$ cat src/rtl/instr_fetch_unit.sv
// rtl/instr_fetch_unit.sv - PC, imem req/ack fetch, redirect/flush, stall hold, timeout error.
// Optional IFETCH_ALIGN_CHECK_EN: misaligned redirect targets raise fetch_error.
module instr_fetch_unit #(
    parameter logic [31:0] RESET_PC = 32'h0000_0000,
    parameter int          MAX_WAIT = 16
) (
    input  logic        clk,
    input  logic        reset,
    input  logic        stall,
    input  logic        branch_taken,
    input  logic [31:0] branch_offset,
    input  logic        jump_en,
    input  logic [25:0] jump_address,
    output logic        imem_req,
    output logic [31:0] imem_addr,
    input  logic        imem_ack,
    input  logic [31:0] imem_rdata,
    output logic [31:0] instruction,
    output logic [31:0] p_count,
    output logic        instr_valid,
    output logic        fetch_error
);

    localparam logic [2:0] S_FETCH = 3'd0;
    localparam logic [2:0] S_WAIT  = 3'd1;
    localparam logic [2:0] S_HOLD  = 3'd2;
    localparam logic [2:0] S_DRAIN = 3'd3;
    localparam logic [2:0] S_ERROR = 3'd4;

    localparam int             CW        = $clog2(MAX_WAIT + 1);
    localparam logic [CW-1:0]  WAIT_LAST = CW'(MAX_WAIT - 1);

    logic [2:0]    state;
    logic [31:0]   pc;
    logic [31:0]   drain_addr;
    logic [CW-1:0] wait_cnt;

    logic          redirect;
    logic          hold_now;
    logic          timeout;
    logic [31:0]   jump_tgt;
    logic [31:0]   branch_tgt;
    logic [31:0]   raw_tgt;
    logic [31:0]   tgt;
    logic          misalign;

    assign redirect   = instr_valid && (jump_en || branch_taken);
    // A stalled decode still holding a valid word must not have it overwritten.
    assign hold_now   = (state == S_FETCH) && stall && instr_valid && !redirect;

    assign imem_req   = !reset && (((state == S_FETCH) && !hold_now) ||
                                   (state == S_WAIT) || (state == S_DRAIN));
    assign imem_addr  = (state == S_DRAIN) ? drain_addr : pc;
    assign timeout    = imem_req && !imem_ack && (wait_cnt == WAIT_LAST);

    assign jump_tgt   = {p_count[31:28], jump_address, 2'b00};
    assign branch_tgt = p_count + (branch_offset << 2);
    assign raw_tgt    = jump_en ? jump_tgt : branch_tgt;

`ifdef IFETCH_ALIGN_CHECK_EN
    assign misalign   = (raw_tgt[1:0] != 2'b00);
    assign tgt        = raw_tgt;
`else
    assign misalign   = 1'b0;
    assign tgt        = raw_tgt & ~32'h3;
`endif

    always_ff @(posedge clk) begin
        if (reset) begin
            state       <= S_FETCH;
            pc          <= RESET_PC;
            drain_addr  <= RESET_PC;
            wait_cnt    <= '0;
            instruction <= 32'h0;
            p_count     <= 32'h0;
            instr_valid <= 1'b0;
            fetch_error <= 1'b0;
        end else if (timeout) begin
            state       <= S_ERROR;
            fetch_error <= 1'b1;
            instr_valid <= 1'b0;
        end else if (redirect) begin
            // Flush wins over any capture this cycle; an unacked request must be drained.
            instr_valid <= 1'b0;
            if (misalign) begin
                state       <= S_ERROR;
                fetch_error <= 1'b1;
            end else begin
                pc <= tgt;
                if (imem_req && !imem_ack) begin
                    state      <= S_DRAIN;
                    drain_addr <= pc;
                    wait_cnt   <= wait_cnt + CW'(1);
                end else begin
                    state    <= S_FETCH;
                    wait_cnt <= '0;
                end
            end
        end else begin
            case (state)
                S_FETCH, S_WAIT: begin
                    if (hold_now) begin
                        state <= S_HOLD;
                    end else if (imem_ack) begin
                        instruction <= imem_rdata;
                        p_count     <= pc + 32'd4;
                        instr_valid <= 1'b1;
                        pc          <= pc + 32'd4;
                        wait_cnt    <= '0;
                        state       <= stall ? S_HOLD : S_FETCH;
                    end else begin
                        wait_cnt <= wait_cnt + CW'(1);
                        state    <= S_WAIT;
                    end
                end
                S_HOLD: begin
                    if (!stall) state <= S_FETCH;
                end
                S_DRAIN: begin
                    if (imem_ack) begin
                        wait_cnt <= '0;
                        state    <= S_FETCH;
                    end else begin
                        wait_cnt <= wait_cnt + CW'(1);
                    end
                end
                S_ERROR: begin
                    instr_valid <= 1'b0;
                end
                default: state <= S_ERROR;
            endcase
        end
    end

endmodule

$ cat config.mk
export PLATFORM = sky130hd
export DESIGN_NAME = instr_fetch_unit
export DESIGN_NICKNAME = d
export VERILOG_FILES = /design/src/rtl/instr_fetch_unit.sv
export SDC_FILE = /design/constraint.sdc
export NUM_CORES = 1
export LEC_CHECK = 0
export ABC_AREA = 0
export BUFFER_PORTS_ARGS = -buffer_cell sky130_fd_sc_hd__clkbuf_2
export CORE_MARGIN = 1.5
export CORE_UTILIZATION = 59
export DETAILED_ROUTE_END_ITERATION = 6
export PLACE_DENSITY = 0.87
export SETUP_SLACK_MARGIN = 0.05
export SKIP_LAST_GASP = 1
export SLEW_MARGIN = 20
export SYNTH_ARGS = -nofsm -noshare
export SYNTH_HDL_FRONTEND = slang
export SYNTH_SLANG_ARGS = --single-unit
$ cat constraint.sdc
create_clock -name clk -period 7.25 [get_ports clk]
set_clock_uncertainty 0.05 [all_clocks]
set_input_delay 0 -clock clk [delete_from_list [all_inputs] [get_ports clk]]
set_output_delay 0 -clock clk [all_outputs]
set_load 0.005 [all_outputs]
**Word-level counts from Yosys, hierarchy flattened**

Index checks and enable logic that the tools add are counted.

- Bits in registers: 138
- Input bits: 96
- Output and inout bits: 99
- Word-level logic and storage cells: 83

- Add/subtract/negate cells: 3
- Equal/unequal tests: 15
- Multiplexer cells: 23
- Bitwise operators: 3
- Reductions and logical operators: 30

Operator list:

| kind | number |
|---|---|
| 2-to-1 mux 32 bit | 6 |
| adder 32 x 3 -> 32 bit (second input constant) | 1 |
| adder 32 bit | 1 |
| 2-to-1 mux 5 bit | 4 |
| AND reduction 3 bit | 5 |
| 2-to-1 mux 3 bit | 4 |
| inequality test 3 bit (second input constant) | 4 |
| one-hot mux 3 bit (4 select lines) | 1 |
| one-hot mux 5 bit (2 select lines) | 1 |
| logical AND 1 bit | 8 |
| 2-to-1 mux 2 bit | 4 |
| inequality test 2 bit (second input constant) | 4 |
| inequality test 4 bit (second input constant) | 2 |
| equality test 3 x 2 -> 1 bit (second input constant) | 2 |
| nonzero test 2 bit | 3 |
| adder 5 x 1 -> 5 bit (second input constant) | 1 |
| equality test 5 x 4 -> 1 bit (second input constant) | 1 |
| AND reduction 5 bit | 1 |
| zero test 1 bit | 4 |
| AND reduction 4 bit | 1 |
| OR reduction 2 bit | 2 |
| equality test 3 x 1 -> 1 bit (second input constant) | 1 |
| equality test 3 bit (second input constant) | 1 |
| zero test 3 bit | 1 |
| 6 further kinds | 11 |

**Logic depth before layout (Yosys ltp)**

Gate-level depths: netlist of the first run.

- Depth after elaboration: 13
- Depth in mapped cells: 12
- Mapped depth without buffers: 11

**Worst setup path after synthesis of the first run**

OpenSTA, ideal clock, no wires.

- Path kind: flip-flop to flip-flop
- Start point: reg p_count[2]
- End point: reg pc[26]
- Library setup time: 0.115 ns
- Data arrival time: 2.863 ns
- Data required time: 7.085 ns
- Setup slack: 4.222 ns
- Stages on the path, launching flop included: 11
- Buffers on the path: 0
- Period minus slack after synthesis: 3.028 ns
- Cell sequence: dfxtp_1 -> ha_1 -> fa_1 -> a21o_1 -> a21o_1 -> a211o_1 -> a211o_1 -> a2111oi_4 -> or4_1 -> mux2_1 -> and3_1

- Word-level cells in the longest chain between the ends: 3

Ends and longest elaborated chain:

| item | line | text |
|---|---|---|
| start: declaration | 19 | `output logic [31:0] p_count,` |
| start signal: assignment | 106 | `p_count <= pc + 32'd4;` |
| adder 32 bit | 57 | `assign branch_tgt = p_count + (branch_offset << 2);` |
| 2-to-1 mux 32 bit | 58 | `assign raw_tgt = jump_en ? jump_tgt : branch_tgt;` |
| 2-to-1 mux 32 bit | 82 | `end else if (redirect) begin` |
| end signal: assignment | 89 | `pc <= tgt;` |
| end signal: assignment | 108 | `pc <= pc + 32'd4;` |
| end: declaration | 34 | `logic [31:0] pc;` |

Every way passes these cells.
A chain may end at the register's enable or synchronous reset.

**Final worst setup path of the first run**

- Start point: reg instr_valid
- End point: reg pc[26]

- Word-level cells in the longest chain between the ends: 12
- Elaborated cells between the ends (all ways): 17
- Classes of those cells: eq/ne: 1; mux: 1; bitwise: 1; reduce/logical: 14

Ends and longest elaborated chain:

| item | line | text |
|---|---|---|
| start: declaration | 20 | `output logic instr_valid,` |
| start signal: assignment | 76 | `instr_valid <= 1'b0;` |
| start signal: assignment | 81 | `instr_valid <= 1'b0;` |
| start signal: assignment | 84 | `instr_valid <= 1'b0;` |
| logical AND 1 bit | 47 | `assign redirect = instr_valid && (jump_en \|\| branch_taken);` |
| zero test 1 bit | 49 | `assign hold_now = (state == S_FETCH) && stall && instr_valid && !redirect;` |
| logical AND 1 bit | 49 |  |
| zero test 1 bit | 51 | `assign imem_req = !reset && (((state == S_FETCH) && !hold_now) \|\|` |
| logical AND 1 bit | 51 |  |
| logical OR 1 bit | 51 |  |
| logical OR 1 bit | 52 | `(state == S_WAIT) \|\| (state == S_DRAIN));` |
| logical AND 1 bit | 51 |  |
| logical AND 1 bit (2 in a row) | 54 | `assign timeout = imem_req && !imem_ack && (wait_cnt == WAIT_LAST);` |
| NOT 1 bit (no line) | n/a |  |
| AND reduction 4 bit (no line) | n/a |  |

Several ways; a longest one is shown, not always the timed one.

==> impl_results.html, run 1 <==
<table>
<tr><th>Metric</th><th>Value</th></tr>
<tr><th colspan="2">Power and ir drop</th></tr>
<tr><td>Overall power of the completed layout</td><td>2340 uW</td></tr>
<tr><td>Power density normalized to cell area</td><td>230 mW/mm^2</td></tr>
<tr><td>Max VDD drop</td><td>163 uV</td></tr>
<tr><td>Leakage</td><td>0.00445 uW</td></tr>
<tr><th colspan="2">Finish</th></tr>
<tr><td># diodes</td><td>0</td></tr>
<tr><td>Post-layout net count</td><td>1399</td></tr>
<tr><td>Cell area after layout</td><td>0.0102 mm^2</td></tr>
<tr><td>Number of fillers in the final layout</td><td>946</td></tr>
<tr><td>Storage cell area</td><td>0.00264 mm^2</td></tr>
<tr><td>Multi-input combinational cell area</td><td>0.00518 mm^2</td></tr>
<tr><td>Fraction of final layout cells sized beyond drive strength 1</td><td>21.1%</td></tr>
<tr><td>Relative area change from synthesis to final layout</td><td>24.1%</td></tr>
<tr><th colspan="2">Route</th></tr>
<tr><td>Drt first pass iters</td><td>7</td></tr>
<tr><td>Routed via count divided by cell count</td><td>6.11</td></tr>
<tr><td>Antenna viol nets, final</td><td>0</td></tr>
<tr><td>DRC violations left</td><td>7</td></tr>
<tr><td>Average wire per standard cell</td><td>17.4 um</td></tr>
<tr><td>Starting DRT DRC Count</td><td>811</td></tr>
<tr><td>Final WL</td><td>25.4 mm</td></tr>
<tr><td>Via count</td><td>8909</td></tr>
<tr><th colspan="2">Timing</th></tr>
<tr><td>Crit share post-route</td><td>48.6%</td></tr>
<tr><td>RSZ-0062 raised after global routing</td><td>false</td></tr>
<tr><td>Final sum of negative setup slack</td><td>0 ns</td></tr>
<tr><td>Normalized max-slew margin</td><td>33.8%</td></tr>
<tr><td>Worst hold slack across all endpoints</td><td>0.0120 ns</td></tr>
<tr><td>Final hold vios</td><td>0</td></tr>
<tr><td>Peak clock frequency supported by timing</td><td>0.284 GHz</td></tr>
<tr><td>Clock period minus worst slack</td><td>3.53 ns</td></tr>
<tr><td>Tightest Pin Transition</td><td>0.993 ns</td></tr>
<tr><td>Final count of pins violating max slew</td><td>0</td></tr>
<tr><td>Final setup fails</td><td>0</td></tr>
<tr><th colspan="2">Clock network</th></tr>
<tr><td>Deepest level of the CTS H-tree</td><td>4</td></tr>
<tr><td>Clock buffers created by TritonCTS</td><td>17</td></tr>
<tr><td>Number of buffers inserted to repair setup after CTS</td><td>0</td></tr>
<tr><td>Clock Tree Root</td><td>sky130_fd_sc_hd__clkbuf_16</td></tr>
<tr><td>Insertion delay of the later-clocked pin in the worst-skew pair</td><td>0.41 ns</td></tr>
<tr><td>Sink Count</td><td>132</td></tr>
<tr><td>TritonCTS clock tree</td><td>done</td></tr>
<tr><td>Post-cts gate resize count</td><td>0</td></tr>
<tr><td>Maximum number of buffers from clock root to sink</td><td>2</td></tr>
<tr><td>Clock-pin transition on the worst setup and hold timing paths</td><td>0.05 ns</td></tr>
<tr><th colspan="2">Yosys</th></tr>
<tr><td>Number of library cell types mapped by synthesis</td><td>67</td></tr>
<tr><td>Seq cells post-synth</td><td>132</td></tr>
<tr><td>Netlist Area Pre-Place</td><td>0.00821 mm^2</td></tr>
<tr><td>Number of warnings issued by yosys</td><td>0</td></tr>
<tr><td>Most area-consuming cells after synthesis</td><td>sky130_fd_sc_hd__dfxtp_1 (32%), sky130_fd_sc_hd__nand2_1 (8.9%), sky130_fd_sc_hd__a21oi_1 (7.9%), sky130_fd_sc_hd__ha_1 (4.9%), sky130_fd_sc_hd__mux2_2 (4.4%)</td></tr>
<tr><td>Most used DFF post-synth</td><td>sky130_fd_sc_hd__dfxtp_1</td></tr>
<tr><td>Cell count after synthesis</td><td>1085</td></tr>
<tr><td>Share of synthesized flip-flops with an asynchronous set or reset</td><td>0%</td></tr>
<tr><td>Post-synth top area share</td><td>32.2%</td></tr>
<tr><td>Share of the yosys chip area belonging to registers</td><td>32.2%</td></tr>
<tr><td>Number of flops mapped to enable cells by yosys</td><td>0</td></tr>
<tr><td>Synth area leader</td><td>sky130_fd_sc_hd__dfxtp_1</td></tr>
<tr><td>Avg Cell Area, Syn</td><td>7.57 um^2</td></tr>
<tr><th colspan="2">Min path</th></tr>
<tr><td>Hold Path End</td><td>pc[4]$_SDFFE_PP0P_</td></tr>
<tr><td>Min-Delay Path Depth</td><td>5</td></tr>
<tr><td>Hold wc startpoint</td><td>jump_address[2]</td></tr>
<tr><td>Tightest Hold Check Type</td><td>in -&gt; reg</td></tr>
<tr><th colspan="2">Die</th></tr>
<tr><td>Die Y-Extent</td><td>121 um</td></tr>
<tr><td>Placement row count</td><td>42</td></tr>
<tr><td>Standard cell core area</td><td>0.0134 mm^2</td></tr>
<tr><td>Full die area</td><td>0.0146 mm^2</td></tr>
<tr><td>Width of the chip</td><td>121 um</td></tr>
<tr><td>Starting Density</td><td>61.3%</td></tr>
<tr><td>Count of boundary I/O pins</td><td>195</td></tr>
<tr><th colspan="2">Placed design</th></tr>
<tr><td>DPL Wire Length</td><td>17.2 mm</td></tr>
<tr><td>Final GP Congestion</td><td>0.952</td></tr>
<tr><td>PortBufs</td><td>188</td></tr>
<tr><td>Area after DPL</td><td>0.00912 mm^2</td></tr>
<tr><th colspan="2">Critical path</th></tr>
<tr><td>Crit path launch type</td><td>flip-flop</td></tr>
<tr><td>Data arrival at the endpoint of the critical path</td><td>3.78 ns</td></tr>
<tr><td>Worst Reg-to-Reg Cells</td><td>7</td></tr>
<tr><td>Slack of the worst reg-to-reg path</td><td>3.72 ns</td></tr>
<tr><td>Critical path endpoint category</td><td>flip-flop</td></tr>
<tr><td>Endpoint of the most critical register-to-register path</td><td>pc[26]$_SDFFE_PP0P_</td></tr>
<tr><td>Critical path type</td><td>reg -&gt; reg</td></tr>
<tr><td>Worst r2r src</td><td>instr_valid$_SDFFE_PP0P_</td></tr>
<tr><td>Required @ worst endpoint</td><td>7.50 ns</td></tr>
<tr><td>Largest fanout on the critical path</td><td>24</td></tr>
<tr><th colspan="2">Global route</th></tr>
<tr><td>Number of global-route vias before repair</td><td>8233</td></tr>
<tr><td>First-pass GRT wire length</td><td>40.4 mm</td></tr>
<tr><td>Total GRT Usage</td><td>34.5%</td></tr>
<tr><td>Aggregate global routing overflow</td><td>0</td></tr>
<tr><td>Antenna violations before repair</td><td>0</td></tr>
<tr><td>Pin count of the biggest net entering global routing</td><td>94</td></tr>
<tr><th colspan="2">Job</th></tr>
<tr><td>Number of max-cap violations</td><td>0</td></tr>
<tr><th colspan="2">Status</th></tr>
<tr><td>Violations in the final reports</td><td>DRC</td></tr>
<tr><td>Result of the run</td><td>complete, but fails checks</td></tr>
</table>
## logic make-up after synthesis
kind of cell               Yosys count  share of synthesized area (%)
buffers and inverters              100                           5.03
DFF                                132                           32.2
AOI/OAI and AO/OA                  323                           24.7
muxes                               40                           5.38
other                                1                         0.0457
xor gates and xnor gates            48                           5.12
and+or+nand+nor                    408                           22.5
adders and majority gates           33                           5.12
## cells in the mapped netlist (5+ instances only)
| cell | instances |
|---|---|
| sky130_fd_sc_hd__or2_2 | 5 |
| sky130_fd_sc_hd__a21o_1 | 20 |
| sky130_fd_sc_hd__nor2b_1 | 5 |
| sky130_fd_sc_hd__a31oi_1 | 12 |
| sky130_fd_sc_hd__ha_1 | 32 |
| sky130_fd_sc_hd__nand4_1 | 7 |
| sky130_fd_sc_hd__dfxtp_1 | 132 |
| sky130_fd_sc_hd__o211ai_1 | 6 |
| sky130_fd_sc_hd__nor2_1 | 91 |
| sky130_fd_sc_hd__xor2_1 | 24 |
| sky130_fd_sc_hd__xnor2_1 | 24 |
| sky130_fd_sc_hd__and2_1 | 9 |
| sky130_fd_sc_hd__nand2_1 | 194 |
| sky130_fd_sc_hd__buf_4 | 5 |
| sky130_fd_sc_hd__clkbuf_1 | 57 |
| sky130_fd_sc_hd__a21oi_1 | 130 |
| sky130_fd_sc_hd__o31ai_1 | 6 |
| sky130_fd_sc_hd__mux2i_1 | 7 |
| sky130_fd_sc_hd__buf_2 | 15 |
| sky130_fd_sc_hd__nand3_1 | 28 |
| sky130_fd_sc_hd__a211oi_1 | 38 |
| sky130_fd_sc_hd__mux2_2 | 32 |
| sky130_fd_sc_hd__inv_1 | 15 |
| sky130_fd_sc_hd__a22oi_1 | 7 |
| sky130_fd_sc_hd__o21ai_0 | 51 |
| sky130_fd_sc_hd__nor3_1 | 17 |
| sky130_fd_sc_hd__and3_1 | 22 |
| sky130_fd_sc_hd__o21a_1 | 11 |
| sky130_fd_sc_hd__buf_1 | 8 |
## sequential cells by signal, indices dropped and copies added (netlist names)
signal / flops
p_count: 30
fetch_error: 1
state: 3
instr_valid: 1
drain_addr: 30
wait_cnt: 5
instruction: 32
pc: 30
## worst max path at each step
stage	endpoint	cells past startpoint	start	slack [ns]
floorplan	pc[26]$_SDFFE_PP0P_	10	p_count[2]$_SDFFE_PP0P_	4.22
global placement	pc[27]$_SDFFE_PP0P_	7	instr_valid$_SDFFE_PP0P_	3.89
detailed placement	pc[21]$_SDFFE_PP0P_	7	instr_valid$_SDFFE_PP0P_	3.83
CTS	pc[2]$_SDFFE_PP0P_	12	wait_cnt[0]$_SDFFE_PP0P_	3.79
global route	pc[16]$_SDFFE_PP0P_	7	instr_valid$_SDFFE_PP0P_	3.47
finish	pc[26]$_SDFFE_PP0P_	7	instr_valid$_SDFFE_PP0P_	3.72
## final cells by class
class	count	area share, %
flip-flops and latches	132	25.9
inverters	15	0.552
repair buffers	248	14.9
multi-input cells	856	50.8
well taps	176	2.16
clock buffers	27	4.93
clock inverters	4	0.687
## critical path, stage by stage, from the launching register on
cell and delay [ns]:
sky130_fd_sc_hd__dfxtp_1 0.62, sky130_fd_sc_hd__nor2b_2 0.79, sky130_fd_sc_hd__buf_4 0.40, sky130_fd_sc_hd__nand2_1 0.21, sky130_fd_sc_hd__nor2_1 0.69, sky130_fd_sc_hd__nand3b_1 0.17
sky130_fd_sc_hd__mux2_1 0.32, sky130_fd_sc_hd__and3_1 0.17
## metrics by stage
stage	utilization [%]	worst slack (ns)	std cells
after floorplan	-	4.22	1088
after global placement	68.0	3.89	1377
after detailed placement	68.0	3.83	1377
after CTS	76.1	3.79	1458
after global routing	76.1	3.47	1458
final	76.1	3.72	1458
## per-layer routing
layer / wire length, um / part of all wire [%] / track usage, % / up-vias
li1: - / - / - / 4235
met1: 10400 / 41 / 45.6 / 4073
met2: 11500 / 45 / 54.6 / 539
met3: 2920 / 11 / 9.02 / 62
met4: 638 / 2.5 / 12.3 / 0
met5: 0 / 0 / 0 / -
## placed cells by master (no fill, tap or decap), types with 4 or more instances in the layout
master                          count
sky130_fd_sc_hd__nand2_1          194
sky130_fd_sc_hd__clkbuf_2         187
sky130_fd_sc_hd__dfxtp_1          132
sky130_fd_sc_hd__a21oi_1          130
sky130_fd_sc_hd__nor2_1            90
sky130_fd_sc_hd__o21ai_0           50
sky130_fd_sc_hd__dlygate4sd3_1     50
sky130_fd_sc_hd__a211oi_1          38
sky130_fd_sc_hd__mux2_2            32
sky130_fd_sc_hd__ha_1              32
sky130_fd_sc_hd__nand3_1           28
sky130_fd_sc_hd__xnor2_1           24
sky130_fd_sc_hd__xor2_1            24
sky130_fd_sc_hd__and3_1            22
sky130_fd_sc_hd__a21o_1            20
sky130_fd_sc_hd__nor3_1            17
sky130_fd_sc_hd__clkbuf_16         17
sky130_fd_sc_hd__inv_1             15
sky130_fd_sc_hd__a31oi_1           12
sky130_fd_sc_hd__o21a_1            11
sky130_fd_sc_hd__buf_4             11
sky130_fd_sc_hd__and2_1             9
sky130_fd_sc_hd__nand4_1            7
sky130_fd_sc_hd__mux2i_1            7
sky130_fd_sc_hd__a22oi_1            7
sky130_fd_sc_hd__o31ai_1            6
sky130_fd_sc_hd__o211ai_1           6
sky130_fd_sc_hd__clkbuf_1           6
sky130_fd_sc_hd__or2_2              5
sky130_fd_sc_hd__nor2b_1            4
sky130_fd_sc_hd__and4_1             4
sky130_fd_sc_hd__nand2b_1           4
sky130_fd_sc_hd__a221oi_1           4
sky130_fd_sc_hd__a2111oi_0          4
sky130_fd_sc_hd__nor4_1             4
sky130_fd_sc_hd__nand3b_1           4
sky130_fd_sc_hd__conb_1             4
sky130_fd_sc_hd__clkbuf_8           4
## what timing repair did
action	CTS	global route
endpoints found under the setup margin	0	0
endpoints found under the hold margin	55	0
hold buffers	50	0
## where the power goes
part | switching (uW) | leakage, uW | internal, uW
combinational | 372 | 0.00309 | 269
clock | 300 | 0.000281 | 540
sequential | 76.5 | 0.00108 | 786
total | 749 | 0.00445 | 1600
(Power assumes the default switching activity.)
==> run 2, diff against run 1 <==
--- a/config.mk
+++ b/config.mk
@@ -8,9 +8,9 @@
 export ABC_AREA = 0
 export BUFFER_PORTS_ARGS = -buffer_cell sky130_fd_sc_hd__clkbuf_2
 export CORE_MARGIN = 1.5
-export CORE_UTILIZATION = 59
+export CORE_UTILIZATION = 49
 export DETAILED_ROUTE_END_ITERATION = 6
-export PLACE_DENSITY = 0.87
+export PLACE_DENSITY = 0.77
 export SETUP_SLACK_MARGIN = 0.05
 export SKIP_LAST_GASP = 1
 export SLEW_MARGIN = 20
==> constraint.sdc (replaced) <==
create_clock -name clk -period 3.2 [get_ports clk]
set_clock_uncertainty 0.05 [all_clocks]
set_input_delay 0 -clock clk [delete_from_list [all_inputs] [get_ports clk]]
set_output_delay 0 -clock clk [all_outputs]
set_load 0.005 [all_outputs]
==> impl_results.html, run 2 (synthesized netlist as in run 1, its figures left out) <==
<table>
<tr><th>Metric</th><th>Value</th></tr>
<tr><th colspan="2">Critical path</th></tr>
<tr><td>Critical path startpoint</td><td>p_count[2]$_SDFFE_PP0P_</td></tr>
<tr><td>Worst Reg-to-Reg Cells</td><td>10 (+3)</td></tr>
<tr><td>Critical path endpoint category</td><td>flip-flop</td></tr>
<tr><td>Critical path type</td><td>reg -&gt; reg</td></tr>
<tr><td>Endpoint of the most critical register-to-register path</td><td>pc[26]$_SDFFE_PP0P_</td></tr>
<tr><td>Max incr delay on CP</td><td>0.40 ns (-0.39 ns)</td></tr>
<tr><td>Data arrival at the endpoint of the critical path</td><td>3.37 ns (-0.41 ns)</td></tr>
<tr><td>Worst r2r src</td><td>p_count[2]$_SDFFE_PP0P_</td></tr>
<tr><td>CP cell instances</td><td>ha_4 &gt; fa_2 &gt; a21o_1 &gt; a21o_1 &gt; a211o_1 &gt; a211o_1 &gt; a2111oi_4 &gt; or4_4 &gt; mux2_4 &gt; and3_1</td></tr>
<tr><td>Slack of the worst reg-to-reg path</td><td>0.1 ns (-3.63 ns)</td></tr>
<tr><td>End point of the critical path</td><td>pc[26]$_SDFFE_PP0P_</td></tr>
<tr><td>Standard cell with the maximum stage delay on the critical path</td><td>sky130_fd_sc_hd__a2111oi_4</td></tr>
<tr><td>Crit path launch type</td><td>flip-flop</td></tr>
<tr><td>Largest fanout on the critical path</td><td>3 (-88%)</td></tr>
<tr><td>Required @ worst endpoint</td><td>3.47 ns (-4.03 ns)</td></tr>
<tr><th colspan="2">Placed design</th></tr>
<tr><td>Final GP Congestion</td><td>0.915 (-3.9%)</td></tr>
<tr><td>PortBufs</td><td>188 (unchanged)</td></tr>
<tr><td>DPL Wire Length</td><td>18.7 mm (+8.3%)</td></tr>
<tr><th colspan="2">Global route</th></tr>
<tr><td>Antenna violations before repair</td><td>0 (unchanged)</td></tr>
<tr><td>Pin count of the biggest net entering global routing</td><td>70 (-26%)</td></tr>
<tr><td>Total GRT Usage</td><td>29.8% (-4.7 points)</td></tr>
<tr><td>Aggregate global routing overflow</td><td>0 (unchanged)</td></tr>
<tr><td>Number of global-route vias before repair</td><td>8454 (+2.7%)</td></tr>
<tr><td>First-pass GRT wire length</td><td>42.3 mm (+4.6%)</td></tr>
<tr><th colspan="2">Power and ir drop</th></tr>
<tr><td>Portion of total power attributed to sequential cells</td><td>36.4% (-0.4 points)</td></tr>
<tr><td>Max VDD drop</td><td>390 uV (+140%)</td></tr>
<tr><td>Power density normalized to cell area</td><td>508 mW/mm^2 (+120%)</td></tr>
<tr><td>Psw</td><td>1800 uW (+140%)</td></tr>
<tr><td>Sw Ratio</td><td>33.9% (+2.0 points)</td></tr>
<tr><td>Int Pwr</td><td>3510 uW (+120%)</td></tr>
<tr><td>Combinational cell fraction of total power</td><td>29.1% (+1.8 points)</td></tr>
<tr><td>Share of total power in the clock network</td><td>34.4% (-1.4 points)</td></tr>
<tr><td>Leakage</td><td>0.00456 uW (+2.6%)</td></tr>
<tr><th colspan="2">Route</th></tr>
<tr><td>Via count</td><td>8933 (+0.27%)</td></tr>
<tr><td>Antenna viol nets, final</td><td>0 (unchanged)</td></tr>
<tr><td>Average wire per standard cell</td><td>17.4 um (-0.49%)</td></tr>
<tr><td>Starting DRT DRC Count</td><td>664 (-18%)</td></tr>
<tr><td>Final WL</td><td>26.5 mm (+4.4%)</td></tr>
<tr><td>Routed via count divided by cell count</td><td>5.84 (-4.4%)</td></tr>
<tr><td>DRC violations left</td><td>0 (-7)</td></tr>
<tr><td>Drt first pass iters</td><td>5 (-2)</td></tr>
<tr><th colspan="2">Min path</th></tr>
<tr><td>Min-Delay Path Depth</td><td>5 (unchanged)</td></tr>
<tr><td>Tightest Hold Check Type</td><td>in -&gt; reg</td></tr>
<tr><th colspan="2">Timing</th></tr>
<tr><td>Crit share post-route</td><td>97.0% (+48 points)</td></tr>
<tr><td>Normalized max-slew margin</td><td>49.5% (+16 points)</td></tr>
<tr><td>Final setup fails</td><td>0 (unchanged)</td></tr>
<tr><td>Final count of pins violating max slew</td><td>0 (unchanged)</td></tr>
<tr><td>Clock period minus worst slack</td><td>3.10 ns (-0.423 ns)</td></tr>
<tr><td>Final hold vios</td><td>0 (unchanged)</td></tr>
<tr><td>Peak clock frequency supported by timing</td><td>0.322 GHz (+14%)</td></tr>
<tr><td>Tightest Pin Transition</td><td>0.748 ns (-0.245 ns)</td></tr>
<tr><td>Worst hold slack across all endpoints</td><td>0.0130 ns (+0.00103 ns)</td></tr>
<tr><td>RSZ-0062 raised after global routing</td><td>true</td></tr>
<tr><th colspan="2">Die</th></tr>
<tr><td>Standard cell core area</td><td>0.0165 mm^2 (+23%)</td></tr>
<tr><td>Starting Density</td><td>49.9% (-11 points)</td></tr>
<tr><td>Full die area</td><td>0.0175 mm^2 (+20%)</td></tr>
<tr><td>Count of boundary I/O pins</td><td>195 (unchanged)</td></tr>
<tr><td>Placement row count</td><td>47 (+12%)</td></tr>
<tr><td>Die Y-Extent</td><td>132 um (+9.5%)</td></tr>
<tr><td>Width of the chip</td><td>132 um (+9.5%)</td></tr>
<tr><th colspan="2">Finish</th></tr>
<tr><td>Register with the most flip-flops</td><td>instruction</td></tr>
<tr><td>Most common cell after layout, fill and taps aside</td><td>sky130_fd_sc_hd__nand2_1</td></tr>
<tr><td>Relative area change from synthesis to final layout</td><td>27.4%</td></tr>
<tr><td>Final core utilization</td><td>63.5% (-13 points)</td></tr>
<tr><td>Most used cells in the layout excluding fill and tap cells</td><td>sky130_fd_sc_hd__nand2_1 (194), sky130_fd_sc_hd__clkbuf_2 (187), sky130_fd_sc_hd__dfxtp_1 (131)</td></tr>
<tr><td>Post-layout net count</td><td>1425 (+1.9%)</td></tr>
<tr><td># diodes</td><td>0 (unchanged)</td></tr>
<tr><td>Fraction of final layout cells sized beyond drive strength 1</td><td>23.5% (+2.5 points)</td></tr>
<tr><td>Flip-flop count of the largest register, all copies and words added</td><td>32 (unchanged)</td></tr>
<tr><th colspan="2">Clock network</th></tr>
<tr><td>Clock buffers created by TritonCTS</td><td>17 (unchanged)</td></tr>
<tr><td>Insertion delay of the later-clocked pin in the worst-skew pair</td><td>0.42 ns (about the same)</td></tr>
<tr><td>TritonCTS clock tree</td><td>done</td></tr>
<tr><td>Maximum number of buffers from clock root to sink</td><td>2 (unchanged)</td></tr>
<tr><td>Deepest level of the CTS H-tree</td><td>4 (unchanged)</td></tr>
<tr><td>Sink Count</td><td>132 (unchanged)</td></tr>
<tr><td>Clock Tree Root</td><td>sky130_fd_sc_hd__clkbuf_16</td></tr>
<tr><td>Clock-pin transition on the worst setup and hold timing paths</td><td>0.06 ns (about the same)</td></tr>
<tr><th colspan="2">Job</th></tr>
<tr><td>Number of max-cap violations</td><td>0 (unchanged)</td></tr>
<tr><th colspan="2">Status</th></tr>
<tr><td>Result of the run</td><td>finished clean</td></tr>
</table>
-- run 2: cell types whose count changed in the layout (fill, tap and decap cells not counted), moves of 2 or more --
cell / previous run / this run
sky130_fd_sc_hd__buf_12: 0 / 2
sky130_fd_sc_hd__buf_4: 11 / 37
sky130_fd_sc_hd__clkbuf_1: 6 / 2
sky130_fd_sc_hd__clkbuf_8: 4 / 0
sky130_fd_sc_hd__clkinv_2: 2 / 4
sky130_fd_sc_hd__clkinv_4: 0 / 2
sky130_fd_sc_hd__clkinvlp_4: 0 / 6
sky130_fd_sc_hd__dlygate4sd3_1: 50 / 48
-- run 2: final cells by class --
cell class | instances | area [um^2]
Timing Repair Buffer | 274 | 1730
Clock buffer | 19 | 433
Clock inverter | 13 | 113
Multi-Input combinational cell | 856 | 5200
Tap cell | 220 | 275
Sequential cell | 132 | 2640
Inverter | 15 | 56.3
Fill cell | 1466 | 6010
-- run 2: timing repair --
| item | 4_1_cts | 5_1_grt |
|---|---|---|
| setup buffers | 1 | 2 |
| hold endpoints to repair | 49 | 0 |
| resized for setup | 2 | 4 |
| endpoints found under the setup margin | 1 | 2 |
| pin swaps | 2 | 6 |
| hold buffers | 48 | 0 |
-- run 2: worst min path at each step --
stage,start,end,slack [ns]
finish,jump_address[23],pc[25]$_SDFFE_PP0P_,0.01
global route,jump_address[24],pc[26]$_SDFFE_PP0P_,0.04
CTS,jump_address[24],pc[26]$_SDFFE_PP0P_,0.0009
detailed placement,imem_rdata[12],instruction[12]$_SDFFE_PP0P_,0.18
global placement,imem_rdata[3],instruction[3]$_SDFFE_PP0P_,0.17
floorplan,imem_rdata[0],instruction[0]$_SDFFE_PP0P_,0.09
-- run 2: worst max-delay path, delay by kind of cell, from the launching register on --
family / cells / cell delay, ns
flops: 1 / 0.34
simple gates: 2 / 0.37
compound gates: 5 / 1.39
fa+ha+maj: 2 / 0.56
mux: 1 / 0.29
-- run 2: layer usage --
metal,wire length [um],GRT usage (%),part of all wire (%)
met5,0,0,0
met4,617,11.2,2.3
met3,2730,7.24,10
met2,12200,48.0,46
met1,11000,38.7,42
-- run 2: power groups by stage --
stage	logic, uW	registers (uW)	clock network (uW)
after CTS	1510	1930	1850
after global placement	1440	1950	0
after floorplan	971	1910	0
after detailed placement	1450	1960	0
final	1550	1930	1830
after global routing	1690	1950	1910
-- run 2: stage by stage --
step | setup TNS [ns] | setup WS [ns] | instances | instance area, um^2 | power [uW]
2_1_floorplan | 0 | 0.172 | 1088 | 8220 | 2880
3_3_place_gp | 0 | 0.0403 | 1446 | 9390 | 3390
3_5_place_dp | -0.00903 | -0.00903 | 1446 | 9390 | 3410
4_1_cts | 0 | 0.101 | 1527 | 10400 | 5280
5_1_grt | 0 | 0.0469 | 1529 | 10500 | 5550
6_report | 0 | 0.0971 | 1529 | 10500 | 5310
